[config.mk]
export PLATFORM = sky130hd
export DESIGN_NAME = prog_modulo_counter
export DESIGN_NICKNAME = d
export VERILOG_FILES = /design/src/rtl/modcnt_pkg.sv /design/src/rtl/modcnt_next.sv /design/src/rtl/prog_modulo_counter.sv
export SDC_FILE = /design/constraint.sdc
export NUM_CORES = 1
export LEC_CHECK = 0
export ABC_CLOCK_PERIOD_IN_PS = 2100
export BUFFER_PORTS_ARGS = -buffer_cell sky130_fd_sc_hd__clkbuf_2
export CAP_MARGIN = 10
export CORE_AREA = 2 2 39 41
export DETAILED_ROUTE_END_ITERATION = 6
export DIE_AREA = 0 0 41 43
export MAX_ROUTING_LAYER = met4
export PLACE_DENSITY = 0.74
export SYNTH_ARGS = -nofsm -noshare
export SYNTH_HDL_FRONTEND = slang
export SYNTH_SLANG_ARGS = --single-unit
[constraint.sdc]
create_clock -name clk_i -period 2.1 [get_ports clk_i]
set_input_delay 0.315 -clock clk_i [delete_from_list [all_inputs] [get_ports clk_i]]
set_output_delay 0.315 -clock clk_i [all_outputs]
set_load 0.01 [all_outputs]
[src/rtl/modcnt_pkg.sv]
`default_nettype none
// +----------------------------------------------------------------------------+
// | Module      : modcnt_pkg                                                   |
// | Description : Shared constants, direction type and configuration check    |
// |               for the programmable modulo-N counter.                       |
// | Revision    : 1.0 - initial release                                        |
// +----------------------------------------------------------------------------+
package modcnt_pkg;

  // Smallest modulus the counter can hold; smaller loads are clamped to this.
  localparam int MODCNT_MIN_MOD   = 2;
  localparam int MODCNT_MIN_WIDTH = 2;
  localparam int MODCNT_MAX_WIDTH = 16;

  // Count direction as seen by the next-count generator.
  typedef enum logic {
    DIR_DN = 1'b0,
    DIR_UP = 1'b1
  } dir_e;

  // True when WIDTH and DEFAULT_MOD form a usable configuration.
  function automatic bit modcnt_cfg_ok(input int width, input int default_mod);
    if (width < MODCNT_MIN_WIDTH || width > MODCNT_MAX_WIDTH) begin
      return 1'b0;
    end
    if (default_mod < MODCNT_MIN_MOD) begin
      return 1'b0;
    end
    if (default_mod > ((1 << width) - 1)) begin
      return 1'b0;
    end
    return 1'b1;
  endfunction

endpackage : modcnt_pkg
`default_nettype wire

[src/rtl/modcnt_next.sv]
`default_nettype none
// +----------------------------------------------------------------------------+
// | Module      : modcnt_next                                                  |
// | Description : Combinational next-count and wrap generator for a modulo-N   |
// |               counter. Up: 0..mod-1 then 0. Down: mod-1..0 then mod-1.     |
// | Revision    : 1.0 - initial release                                        |
// +----------------------------------------------------------------------------+
module modcnt_next
  import modcnt_pkg::*;
#(
  parameter int WIDTH = 4
) (
  input  logic [WIDTH-1:0] count_i,
  input  logic [WIDTH-1:0] mod_i,
  input  logic             dir_i,
  output logic [WIDTH-1:0] next_o,
  output logic             wrap_o
);

  // mod_i is never below 2, so this subtraction cannot underflow.
  logic [WIDTH-1:0] last_val;
  assign last_val = mod_i - WIDTH'(1);

  // Select the successor value and flag the wrap point for the current direction.
  always_comb begin
    next_o = count_i;
    wrap_o = 1'b0;
    if (dir_i == DIR_UP) begin
      wrap_o = (count_i == last_val);
      next_o = wrap_o ? '0 : (count_i + WIDTH'(1));
    end else begin
      wrap_o = (count_i == '0);
      next_o = wrap_o ? last_val : (count_i - WIDTH'(1));
    end
  end

endmodule : modcnt_next
`default_nettype wire

[src/rtl/prog_modulo_counter.sv]
`default_nettype none
// +----------------------------------------------------------------------------+
// | Module      : prog_modulo_counter                                          |
// | Description : Run-time programmable modulo-N counter / clock-enable        |
// |               divider. Counts under en_i, wraps at the modulus, flags the  |
// |               terminal cycle on tc_o and toggles y_o on every wrap.        |
// |               Optional up/down counting via macro MODCNT_UPDOWN_EN, which  |
// |               adds the up_dn_i port (1 = up, 0 = down).                    |
// | Revision    : 1.0 - initial release                                        |
// +----------------------------------------------------------------------------+
module prog_modulo_counter
  import modcnt_pkg::*;
#(
  parameter int WIDTH       = 4,
  parameter int DEFAULT_MOD = 6
) (
  input  logic             clk_i,
  input  logic             rst_ni,
  input  logic             en_i,
  input  logic             load_i,
  input  logic [WIDTH-1:0] mod_in_i,
`ifdef MODCNT_UPDOWN_EN
  input  logic             up_dn_i,
`endif
  output logic [WIDTH-1:0] count_o,
  output logic [WIDTH-1:0] mod_o,
  output logic             tc_o,
  output logic             y_o
);

  // Reject unusable parameter sets at elaboration.
  generate
    if (!modcnt_cfg_ok(WIDTH, DEFAULT_MOD)) begin : g_cfg_err
      $fatal(1, "prog_modulo_counter: WIDTH must be 2..16 and DEFAULT_MOD 2..2^WIDTH-1");
    end
  endgenerate

  logic [WIDTH-1:0] count_q, count_d;
  logic [WIDTH-1:0] mod_q, mod_d;
  logic             y_q, y_d;

  logic             dir;
  logic [WIDTH-1:0] count_next;
  logic             wrap;
  logic [WIDTH-1:0] mod_clamped;

`ifdef MODCNT_UPDOWN_EN
  assign dir = up_dn_i;
`else
  assign dir = DIR_UP;
`endif

  modcnt_next #(
    .WIDTH (WIDTH)
  ) u_next (
    .count_i (count_q),
    .mod_i   (mod_q),
    .dir_i   (dir),
    .next_o  (count_next),
    .wrap_o  (wrap)
  );

  // Loaded moduli below the minimum are raised to it so mod_q-1 never underflows.
  assign mod_clamped = (mod_in_i < WIDTH'(MODCNT_MIN_MOD)) ? WIDTH'(MODCNT_MIN_MOD) : mod_in_i;

  // Next-state: load restarts the count without toggling; enable advances and toggles on wrap.
  always_comb begin
    count_d = count_q;
    mod_d   = mod_q;
    y_d     = y_q;
    if (load_i) begin
      mod_d   = mod_clamped;
      count_d = '0;
    end else if (en_i) begin
      count_d = count_next;
      if (wrap) begin
        y_d = ~y_q;
      end
    end
  end

  // State registers with asynchronous active-low reset.
  always_ff @(posedge clk_i or negedge rst_ni) begin
    if (!rst_ni) begin
      count_q <= '0;
      mod_q   <= WIDTH'(DEFAULT_MOD);
      y_q     <= 1'b0;
    end else begin
      count_q <= count_d;
      mod_q   <= mod_d;
      y_q     <= y_d;
    end
  end

  // Terminal count is high only in the cycle whose closing edge actually wraps.
  assign tc_o    = rst_ni & en_i & ~load_i & wrap;
  assign count_o = count_q;
  assign mod_o   = mod_q;
  assign y_o     = y_q;

endmodule : prog_modulo_counter
`default_nettype wire

---- After elaboration in Yosys (flattened, before gate mapping) ----
Cells that the tools add are included.
Widths: inputs -> output; s select.
word-level totals
  output and inout bits ................... 10
  register bits after elaboration ......... 9
  logic and storage cells ................. 18
  input port bits ......................... 8
operators by class
  equal/unequal tests ..................... 1
  order comparisons ....................... 1
  bitwise logic cells ..................... 5
  reduce and logical (&&, ||, !) cells .... 2
  add/subtract/negate cells ............... 2
  muxes and demuxes ....................... 4
operators with widths
  cell                 number
  $mux 4               4
  $add 4x1->4 const B  1
  $eq 4x4->1           1
  $lt 4x2->1 const B   1
  $sub 4x1->4 const B  1
  $and 1x1->1          3
  $reduce_and 3->1     1
  $not 1->1            2
  $reduce_bool 2->1    1

---- Depth between registers and ports, before layout ----
Gate-level depths: netlist of run 1.
  depth after elaboration ................. 5
  depth in mapped cells ................... 6

---- By module ----
Synthesis of run 1 repeated with hierarchy kept, for this count alone.
second synthesis, totals
  cells, all modules ...................... 76
  area total of the unflattened synthesis .. 705.7 µm²
by module, submodules not included
  module               times used  cells an instance  sequential area each (µm²)  area each (µm²)
  prog_modulo_counter  1           32                 227.7                       395.4
  modcnt_next          1           44                 0.0                         310.3

---- Worst setup path before layout of run 1 ----
No wires, ideal clock.
  path kind ............................... register to output
  start point ............................. register mod_q[1] (netlist: mod_o[1])
  end point ............................... output port tc_o
  buffers on the path ..................... 0
  stages on the path, launching flop included .. 7
  setup slack ............................. 0.113 ns
  arrival ................................. 1.672 ns
  data required time ...................... 1.785 ns
  cells stage by stage .................... dfstp_2 > inv_1 > ha_1 > xnor3_1 > nand3_2 > nor4b_2 > and2_1
on the way
  cells in the longest elaborated chain, start to end .. 3
ends and longest elaborated chain
  element                 line                       text
  start, declared         prog_modulo_counter.sv:39  logic [WIDTH-1:0] mod_q, mod_d;
  start signal, assigned  prog_modulo_counter.sv:86  mod_q <= WIDTH'(DEFAULT_MOD);
  start signal, assigned  prog_modulo_counter.sv:90  mod_q <= mod_d;
  $sub 4x1->4             modcnt_next.sv:22          assign last_val = mod_i - WIDTH'(1);
  $eq 4x4->1              modcnt_next.sv:29          wrap_o = (count_i == last_val);
  $and 1x1->1             prog_modulo_counter.sv:96  assign tc_o = rst_ni & en_i & ~load_i & wrap;
  end, declared           prog_modulo_counter.sv:27  output logic tc_o,
Every way passes these cells.

---- Final worst setup path of run 1 ----
Ends and elaborated chain as after synthesis.

==> results.yml, run 1 <==
run_status:
  status: "finished, violations left"
  violations: "setup timing"
synthesis:
  synth_fp_nets: 56
  synthCells: 46
  synthesis.area_um2: 530.5
  synth-seq-cells: 9
  yosysTopAreaCellShare_pct: 33.02
  yosysWarnings: 0
  ys_types: 26
  avgSynthCellArea_um2: 11.53
  synth_top_cell_by_area: "dfrtp_1"
  ys_seq_area_share_pct: 42.92
  synth_area_leaders: "dfrtp_1 (33%), dfstp_2 (9.9%), mux2_2 (6.4%)"
placement:
  place_area_um2: 646.9
  dp_hpwl_um: 856.2
  placedCellCount: 80
  routabilityCongestion: 0.7072
  io_buffer_count: 17
die:
  dieArea_um2: 1763
  die_h_um: 43
  num_io_pins: 18
  num_rows: 14
  core_area_um2: 1384
  die-width_um: 41
  start_util_pct: 38.34
drt:
  dr_total_vias: 432
  drc_errors: 0
  drt-total-wl_um: 1123
  via_per_inst: 5.023
  drtIter0Drc: 10
  drt-pass1-iter-count: 2
  drt.antenna.violating_nets: 0
  routedWlPerCell_um: 13.06
hold_path:
  hp-class: "input port to flop"
  hold_start: "mod_in_i[3]"
grt:
  grt_antenna_before_repair: 0
  grt_pass1_wl_um: 1711
  grt_usage_pct: 15.54
  overflow: 0
  grt_pass1_vias: 423
  grt_max_degree: 14
layout:
  nFillCells: 134
  syn2layout_area_growth_pct: 34.20
  fin_area_um2: 711.9
  layout_common_cells: "clkbuf_2 (16), dfrtp_1 (7), o21ai_0 (4)"
  mostFrequentLayoutCell: "clkbuf_2"
  antenna_cells: 0
  postLayoutCoreUtil_pct: 51.45
  layout-drive-gt1-share_pct: 51.43
  final_nets: 81
  stdcell_count: 86
worst_setup_path:
  arrival_ns: 1.89
  r2r_start: "mod_o[1]"
  start_kind: "flop"
  cp.required_ns: 1.78
  critPathLaunch: "mod_o[1]"
  critPathMaxFanout: 3
  end_kind: "primary output"
  setup.worst_path.class: "flop to primary output"
clocking:
  cts-root-buf: "clkbuf_4"
  cts_tree: "yes"
  clk-insertion-delay-late_ns: 0.26
  clock_sinks: 9
  cts_buffer_depth: 2
  htreeDepth: 1
  cts_buffers: 3
  clkTransAtPathRegs_ns: 0.06
power_and_ir_drop:
  leakage_nw: 0.3408
  ir_drop_mv: 0.2227
  power_density_nw_per_um2: 691.1
timing:
  worst_clock_skew_ns: 0.0006283
  hold_ws_ns: 0.3165
  rsz0062_at_grt: "true"
  fin_tns_setup_ns: -0.1052
  tightest_slew_ns: 0.3212
  slew_headroom_pct: 78.43
  max_freq_mhz: 453.5
  drv_slew: 0
  min_period_ns: 2.205
  setup_viol: 1
  period_share_pct: 105.0
  hold_violations: 0
  worst_slack_ns: -0.1052
job:
  cap_violations: 0
metrics by stage:
stage	setup WS [ns]	power [mW]
2_1_floorplan	0.1134	0.2985
3_3_place_gp	0.07761	0.3450
3_5_place_dp	0.01455	0.3502
4_1_cts	-0.2023	0.5013
5_1_grt	-0.1973	0.5248
6_report	-0.1052	0.4920
power by group:
group          total [mW]  internal (mW)  leakage, nW  switching [mW]
logic               0.134         0.0668        0.214          0.0668
registers           0.221          0.198        0.112          0.0228
clock network       0.137         0.0735       0.0150          0.0640
total               0.492          0.338        0.341           0.154
critical path, stage by stage (launching register included):
cell and delay [ns]:
dfstp_2 0.56, inv_2 0.06, ha_4 0.26, xor2_2 0.14, nand3_2 0.11, nor4b_4 0.23
and2_1 0.15, buf_2 0.12
cells in the mapped netlist:
library cell  n
clkbuf_1      1
o22ai_1       1
nand2_1       3
inv_1         2
ha_1          2
dfstp_2       2
mux2_2        3
and2_1        1
dfrtp_1       7
o311ai_0      1
a211oi_1      1
or3b_2        1
xnor3_1       1
nand3_2       1
o21ai_0       4
nor4b_2       1
o31ai_1       1
nand4_1       1
xnor2_2       1
nand2b_1      1
nor2_1        3
xnor2_1       1
xor2_1        3
nor3_2        1
xor2_2        1
nand3b_1      1
cell families after synthesis:
logic type | synth area share [%]
compound gates | 9.436
xor+xnor | 16.98
fa+ha+maj | 4.716
buf+inv | 2.122
flops | 42.92
mux | 6.367
simple gates | 17.45
registers in the layout, summed over array words and instances, names as in the netlist:
| signal | count |
|---|---|
| count_o | 4 |
| mod_o | 4 |
| y_o | 1 |
per-layer routing:
layer	vias to the layer above	global-route usage, %	part of all wire (%)
li1	212	-	-
met4	0	10.00	1.2
met3	2	3.141	3.7
met5	-	-	0
met1	206	17.11	43
met2	12	24.06	52
path summary, 6_finish.rpt:
kind / endpoint / slack [ns] / depth (start not counted)
min in group asynchronous: y_o / 0.44 / 2
max: tc_o / -0.11 / 7
max reg2reg: y_o / 0.30 / 8
max in group asynchronous: mod_o[1] / 1.40 / 2
min reg2reg: y_o / 0.47 / 1
min: mod_o[3] / 0.32 / 2
layout make-up:
cell class / count / area (um2) / area share [%]
sequential: 9 / 227.7 / 31.99
tap: 16 / 20.02 / 2.812
timing repair buffer: 21 / 117.6 / 16.52
clock buffer: 4 / 26.28 / 3.691
inverter: 2 / 7.507 / 1.054
multi-input combinational: 34 / 312.8 / 43.94
repair_timing:
action / CTS / global route
resized for setup: 3 / 1
setup buffers: 1 / 0
pin swaps: 4 / 1
endpoints found under the hold margin: 7 / 0
hold buffers: 1 / 0
setup endpoints to repair: 1 / 1
No activity file was read; power rests on OpenSTA's default activity.
==> run 2: changes to the inputs <==
--- a/config.mk
+++ b/config.mk
@@ -8,11 +8,10 @@
 export ABC_CLOCK_PERIOD_IN_PS = 2100
 export BUFFER_PORTS_ARGS = -buffer_cell sky130_fd_sc_hd__clkbuf_2
 export CAP_MARGIN = 10
-export CORE_AREA = 2 2 39 41
+export CORE_UTILIZATION = 35
 export DETAILED_ROUTE_END_ITERATION = 6
-export DIE_AREA = 0 0 41 43
 export MAX_ROUTING_LAYER = met4
-export PLACE_DENSITY = 0.74
+export PLACE_DENSITY = 0.67
 export SYNTH_ARGS = -nofsm -noshare
 export SYNTH_HDL_FRONTEND = slang
 export SYNTH_SLANG_ARGS = --single-unit
==> run 2 against run 1 <==
  * The run still ends with setup timing left
  * Sequential share of layout area fell by 0.61 points
  * Total power rose by 0.89%
  * Routed wire length fell by 2.8%
  * Critical path type unchanged
  * Largest cell class unchanged
  * Highest routed layer unchanged
==> results.yml, run 2 (synthesis gave the netlist of run 1 again) <==
run_status:
  status: "finished, violations left"
  violations: "setup timing"
die:
  start_util_pct: 39.30
  num_io_pins: 18
  die-width_um: 40.93
  die_h_um: 40.93
  num_rows: 13
  core_area_um2: 1350
  dieArea_um2: 1675
timing:
  max_freq_mhz: 454.6
  slew_headroom_pct: 79.36
  fin_tns_setup_ns: -0.09958
  rsz0062_at_grt: "true"
  setup_viol: 1
  period_share_pct: 104.7
  worst_slack_ns: -0.09958
  hold_violations: 0
  worst_clock_skew_ns: 0.005896
  min_period_ns: 2.200
  tightest_slew_ns: 0.3074
  drv_slew: 0
clocking:
  clk-insertion-delay-late_ns: 0.26
  clock_sinks: 9
  clkTransAtPathRegs_ns: 0.06
  cts-root-buf: "clkbuf_4"
  cts_buffer_depth: 2
  cts_tree: "yes"
  cts_buffers: 3
  htreeDepth: 1
power_and_ir_drop:
  ir_drop_mv: 0.3415
  power_density_nw_per_um2: 684.0
  leakage_nw: 0.3504
  total_power_uw: 496.4
drt:
  dr_total_vias: 448
  drt-pass1-iter-count: 3
  via_per_inst: 5.149
  drt.antenna.violating_nets: 0
  routedWlPerCell_um: 12.54
  drtIter0Drc: 13
  drt-total-wl_um: 1091
  drc_errors: 0
layout:
  mostFrequentLayoutCell: "clkbuf_2"
  stdcell_count: 87
  layout_common_cells: "clkbuf_2 (16), dfrtp_1 (7), buf_4 (5), o21ai_0 (4)"
  layout-drive-gt1-share_pct: 52.78
  syn2layout_area_growth_pct: 36.79
  final_nets: 83
  antenna_cells: 0
worst_setup_path:
  arrival_ns: 1.88
  start_kind: "flop"
  critPathMaxFanout: 2
  r2r_start: "mod_o[1]"
  cp_slowest_cell: "dfstp_2"
  crit_path_cell_trace: "inv_2, ha_4, xor2_2, nand3_2, nor4b_4, and2_1, buf_2"
  max_stage_delay_ns: 0.54
  reg2reg_slack_ns: 0.31
  end_kind: "primary output"
  cp.required_ns: 1.78
  setup.worst_path.class: "flop to primary output"
  worstRegToRegCells: 8
  crit_path_end: "tc_o"
  r2r_end: "y_o"
  critPathLaunch: "mod_o[1]"
grt:
  overflow: 0
  top_usage_layer: "met2"
  grt_antenna_before_repair: 0
  grtUsageMet2_pct: 25.00
  grt_util_met3_pct: 1.630
  grt_usage_pct: 15.14
  use_met1_pct: 17.12
  grt_pass1_wl_um: 1504
  grt_max_degree: 14
  grt_pass1_vias: 365
hold_path:
  hold_start: "mod_in_i[1]"
  hp-class: "input port to flop"
job:
  cap_violations: 0
placement:
  io_buffer_count: 17
  placedCellCount: 79
  routabilityCongestion: 0.7711
  dp_slack_ns: 0.03158
  dp_hpwl_um: 763.9
run 2: cell types whose count changed in the layout (fill, tap and decap cells not counted), sizes merged:
cell,previous run,this run
buf,4,6
run 2: where the power goes:
part | internal [mW] | leakage (nW) | total (mW) | switching, mW
Clock | 0.0732 | 0.0150 | 0.136 | 0.0626
Combinational | 0.0715 | 0.224 | 0.141 | 0.0692
Sequential | 0.198 | 0.112 | 0.220 | 0.0218
Total | 0.343 | 0.350 | 0.496 | 0.154
run 2: how the worst min path moves through the flow:
stage	to	slack [ns]	cells after the start
final	mod_o[1]	0.33	3
after global routing	mod_o[2]	0.32	2
after CTS	mod_o[3]	0.33	2
after detailed placement	y_o	0.20	1
after global placement	y_o	0.19	1
after floorplan	count_o[0]	0.02	0
run 2: worst max-delay path: cells and delay by family, from the launching register on:
kind                       cells  cell delay [ns]
DFF                            1             0.54
xor gates and xnor gates       1             0.15
and+or+nand+nor                3             0.50
adders and majority gates      1             0.26
buffers and inverters          2             0.17
run 2: area by class of cell:
class	count	area, um2
fill	117	624.3
inverter	2	7.507
sequential	9	227.7
multi-input combinational	34	312.8
clock buffer	4	26.28
tap	15	18.77
timing repair buffer	23	132.6
run 2: per-layer routing:
layer	vias to the layer above	wire [um]	part of all wire, %
li1	216	-	-
met2	9	557	51
met4	0	14	1.3
met5	-	0	0
met3	2	31	2.8
met1	221	487	45
run 2: timing repair:
| item | 4_1_cts | 5_1_grt |
|---|---|---|
| pin swaps | 4 | 2 |
| endpoints found under the setup margin | 1 | 1 |
| setup buffers | 2 | 1 |
| cloned | 0 | 0 |
| hold endpoints to repair | 7 | 0 |
| gates resized for setup | 2 | 2 |
| hold buffers | 1 | 0 |
run 2: metrics by stage:
stage / hold WS [ns] / utilization (%) / area, um2
2_1_floorplan: 0.01941 / - / 530.5
3_3_place_gp: 0.1861 / 47.82 / 645.6
3_5_place_dp: 0.1956 / 47.82 / 645.6
4_1_cts: 0.3251 / 52.55 / 709.4
5_1_grt: 0.3245 / 53.75 / 725.7
6_report: 0.3322 / 53.75 / 725.7
==> run 3: changes to the inputs <==
--- a/config.mk
+++ b/config.mk
@@ -8,10 +8,13 @@
 export ABC_CLOCK_PERIOD_IN_PS = 2100
 export BUFFER_PORTS_ARGS = -buffer_cell sky130_fd_sc_hd__clkbuf_2
 export CAP_MARGIN = 10
+export CORE_ASPECT_RATIO = 1.4
 export CORE_UTILIZATION = 35
 export DETAILED_ROUTE_END_ITERATION = 6
+export GPL_ROUTABILITY_DRIVEN = 0
 export MAX_ROUTING_LAYER = met4
-export PLACE_DENSITY = 0.67
+export PLACE_DENSITY = 0.65
 export SYNTH_ARGS = -nofsm -noshare
 export SYNTH_HDL_FRONTEND = slang
+export SYNTH_HIERARCHICAL = 1
 export SYNTH_SLANG_ARGS = --single-unit
==> run 3 against run 2 <==
  * The run still ends with setup timing left
  * Routed wire length up 38%
  * Combinational power rose by 140%
  * Synthesized cell count increased by 65%
  * Largest power group is now combinational cells
==> results.yml, run 3 <==
run_status:
  status: "finished, violations left"
  violations: "setup timing"
worst_setup_path:
  critPathMaxFanout: 2
  setup.worst_path.class: "flop to primary output"
  cp.required_ns: 1.78
  start_kind: "flop"
  arrival_ns: 2.03
  end_kind: "primary output"
  r2r_start: "mod_o[1]"
  critPathLaunch: "mod_o[1]"
clocking:
  htreeDepth: 1
  cts_buffer_depth: 2
  clkTransAtPathRegs_ns: 0.06
  cts_buffers: 3
  cts_tree: "yes"
  clk-insertion-delay-late_ns: 0.25
  clock_sinks: 9
  cts-root-buf: "clkbuf_4"
timing:
  worst_slack_ns: -0.2423
  setup_viol: 1
  fin_tns_setup_ns: -0.2423
  drv_slew: 0
  slew_headroom_pct: 65.29
  max_freq_mhz: 426.9
  rsz0062_at_grt: "true"
  hold_violations: 0
  worst_clock_skew_ns: 0.001879
  tightest_slew_ns: 0.5195
  period_share_pct: 111.5
  min_period_ns: 2.342
synthesis:
  ys_seq_area_share_pct: 32.27
  synth_flop_cell: "dfrtp_1"
  synth_area_leaders: "dfrtp_1 (25%), dfstp_2 (7.4%), xnor2_1 (6.2%)"
  ys_async_sr_fraction_pct: 100.0
  synthCells: 76
  yosysTopAreaCellShare_pct: 24.82
  ys_types: 34
  avgSynthCellArea_um2: 9.285
  synth_fp_nets: 87
  synthTopCellsByCount: "dfrtp_1 (7), inv_1 (7), nor2_1 (7)"
  synth_edf_count: 0
  yosysWarnings: 6
  synthesis.area_um2: 705.7
  synth_top_cell_by_area: "dfrtp_1"
  synth-seq-cells: 9
grt:
  grt_pass1_vias: 561
  grt_max_degree: 12
  grt_usage_pct: 16.30
  overflow: 0
  grt_antenna_before_repair: 0
  grt_pass1_wl_um: 2428
drt:
  drt-pass1-iter-count: 4
  drc_errors: 0
  dr_total_vias: 610
  via_per_inst: 4.959
  drt.antenna.violating_nets: 0
  drt-total-wl_um: 1503
  routedWlPerCell_um: 12.22
  drtIter0Drc: 22
die:
  num_rows: 18
  die-width_um: 39.95
  dieArea_um2: 2202
  core_area_um2: 1824
  start_util_pct: 38.68
  die_h_um: 55.13
  num_io_pins: 18
layout:
  layout-drive-gt1-share_pct: 43.69
  antenna_cells: 0
  mostFrequentLayoutCell: "clkbuf_2"
  multiInputGateArea_um2: 476.7
  nFillCells: 175
  layout_common_cells: "clkbuf_2 (16), buf_4 (10), dfrtp_1 (7), inv_1 (6), nor2_1 (6)"
  area.sequential_um2: 227.7
  syn2layout_area_growth_pct: 34.93
  final_nets: 115
  fin_area_um2: 952.2
job:
  cap_violations: 0
hold_path:
  hold_start: "mod_in_i[2]"
  hp-class: "input port to flop"
placement:
  io_buffer_count: 17
  place_area_um2: 890.9
  dp_hpwl_um: 1143
  dp_slack_ns: -0.02250
power_and_ir_drop:
  ir_drop_mv: 0.4653
  power_density_nw_per_um2: 731.4
  total_power_uw: 696.4
  leakage_nw: 0.4626
## run 3: cell types whose count changed after synthesis, sizes merged, moves of 2 or more
| cell | before | now |
|---|---|---|
| a21oi | 0 | 3 |
| inv | 2 | 7 |
| nor2b | 0 | 2 |
| buf | 0 | 4 |
| nor2 | 3 | 7 |
| mux2i | 0 | 4 |
| nor3 | 1 | 3 |
| xnor2 | 2 | 5 |
## run 3: area by class of cell
cell class	instances	share of cell area (%)
multi-input cells	55	50.07
flip-flops and latches	9	23.92
repair buffers	28	17.87
clock buffers	4	2.760
inverters	7	2.760
well taps	20	2.628
## run 3: final timing paths
kind                                   end  slack (ns)  cells past startpoint
worst max-delay path                  tc_o       -0.24                      9
worst min-delay path              mod_o[2]        0.33                      2
worst max register to register         y_o        0.13                      9
worst min register to register         y_o        0.52                      1
max in group asynchronous         mod_o[2]        1.39                      2
min in group asynchronous       count_o[3]        0.45                      2
## run 3: cell families (layout without fill, tap and decap cells)
logic type               count (synthesis)  count (layout)  share of synthesized area, %
AO/OA/AOI/OAI                           14              14                         15.07
XOR/XNOR                                10              10                         12.41
adder cells (fa/ha/maj)                  3               3                         5.320
buffers and inverters                   12              39                         8.511
flip-flops                               9               9                         32.27
multiplexers                             6               6                         9.929
other                                    1               1                        0.5314
AND/OR/NAND/NOR                         21              21                         15.96
## run 3: routing by layer
layer / up-vias / share of wire [%] / track usage (%)
met5: - / 0 / -
met4: 0 / 0.60 / 6.897
met3: 2 / 1.7 / 1.200
met2: 9 / 50 / 23.92
met1: 288 / 47 / 22.84
li1: 311 / - / -
## run 3: worst max-delay path, stage by stage (launching register included)
cell      delay [ns]
dfstp_2         0.54
inv_2           0.04
ha_4            0.27
xor2_2          0.16
nand2_2         0.10
o31ai_4         0.19
o21a_1          0.15
nand3b_1        0.11
nor2_2          0.09
buf_2           0.13
## run 3: what timing repair did
| action | in CTS | in global routing |
|---|---|---|
| hold buffers | 1 | 0 |
| resized for setup | 0 | 4 |
| hold endpoints to repair | 7 | 0 |
| pin swaps | 2 | 3 |
| setup buffers | 2 | 0 |
| setup endpoints to repair | 1 | 2 |
## run 3: power breakdown
group | internal (mW) | switching, mW
clock network | 0.0731 | 0.0578
logic | 0.167 | 0.166
registers | 0.203 | 0.0296
## run 3: per-stage QoR
| step | std cells | hold WS (ns) | utilization (%) |
|---|---|---|---|
| after floorplan | 76 | 0.01941 | - |
| after global placement | 117 | 0.1829 | 48.83 |
| after detailed placement | 117 | 0.1864 | 48.83 |
| after CTS | 124 | 0.3255 | 51.65 |
| after global routing | 123 | 0.3299 | 52.19 |
| final | 123 | 0.3304 | 52.19 |
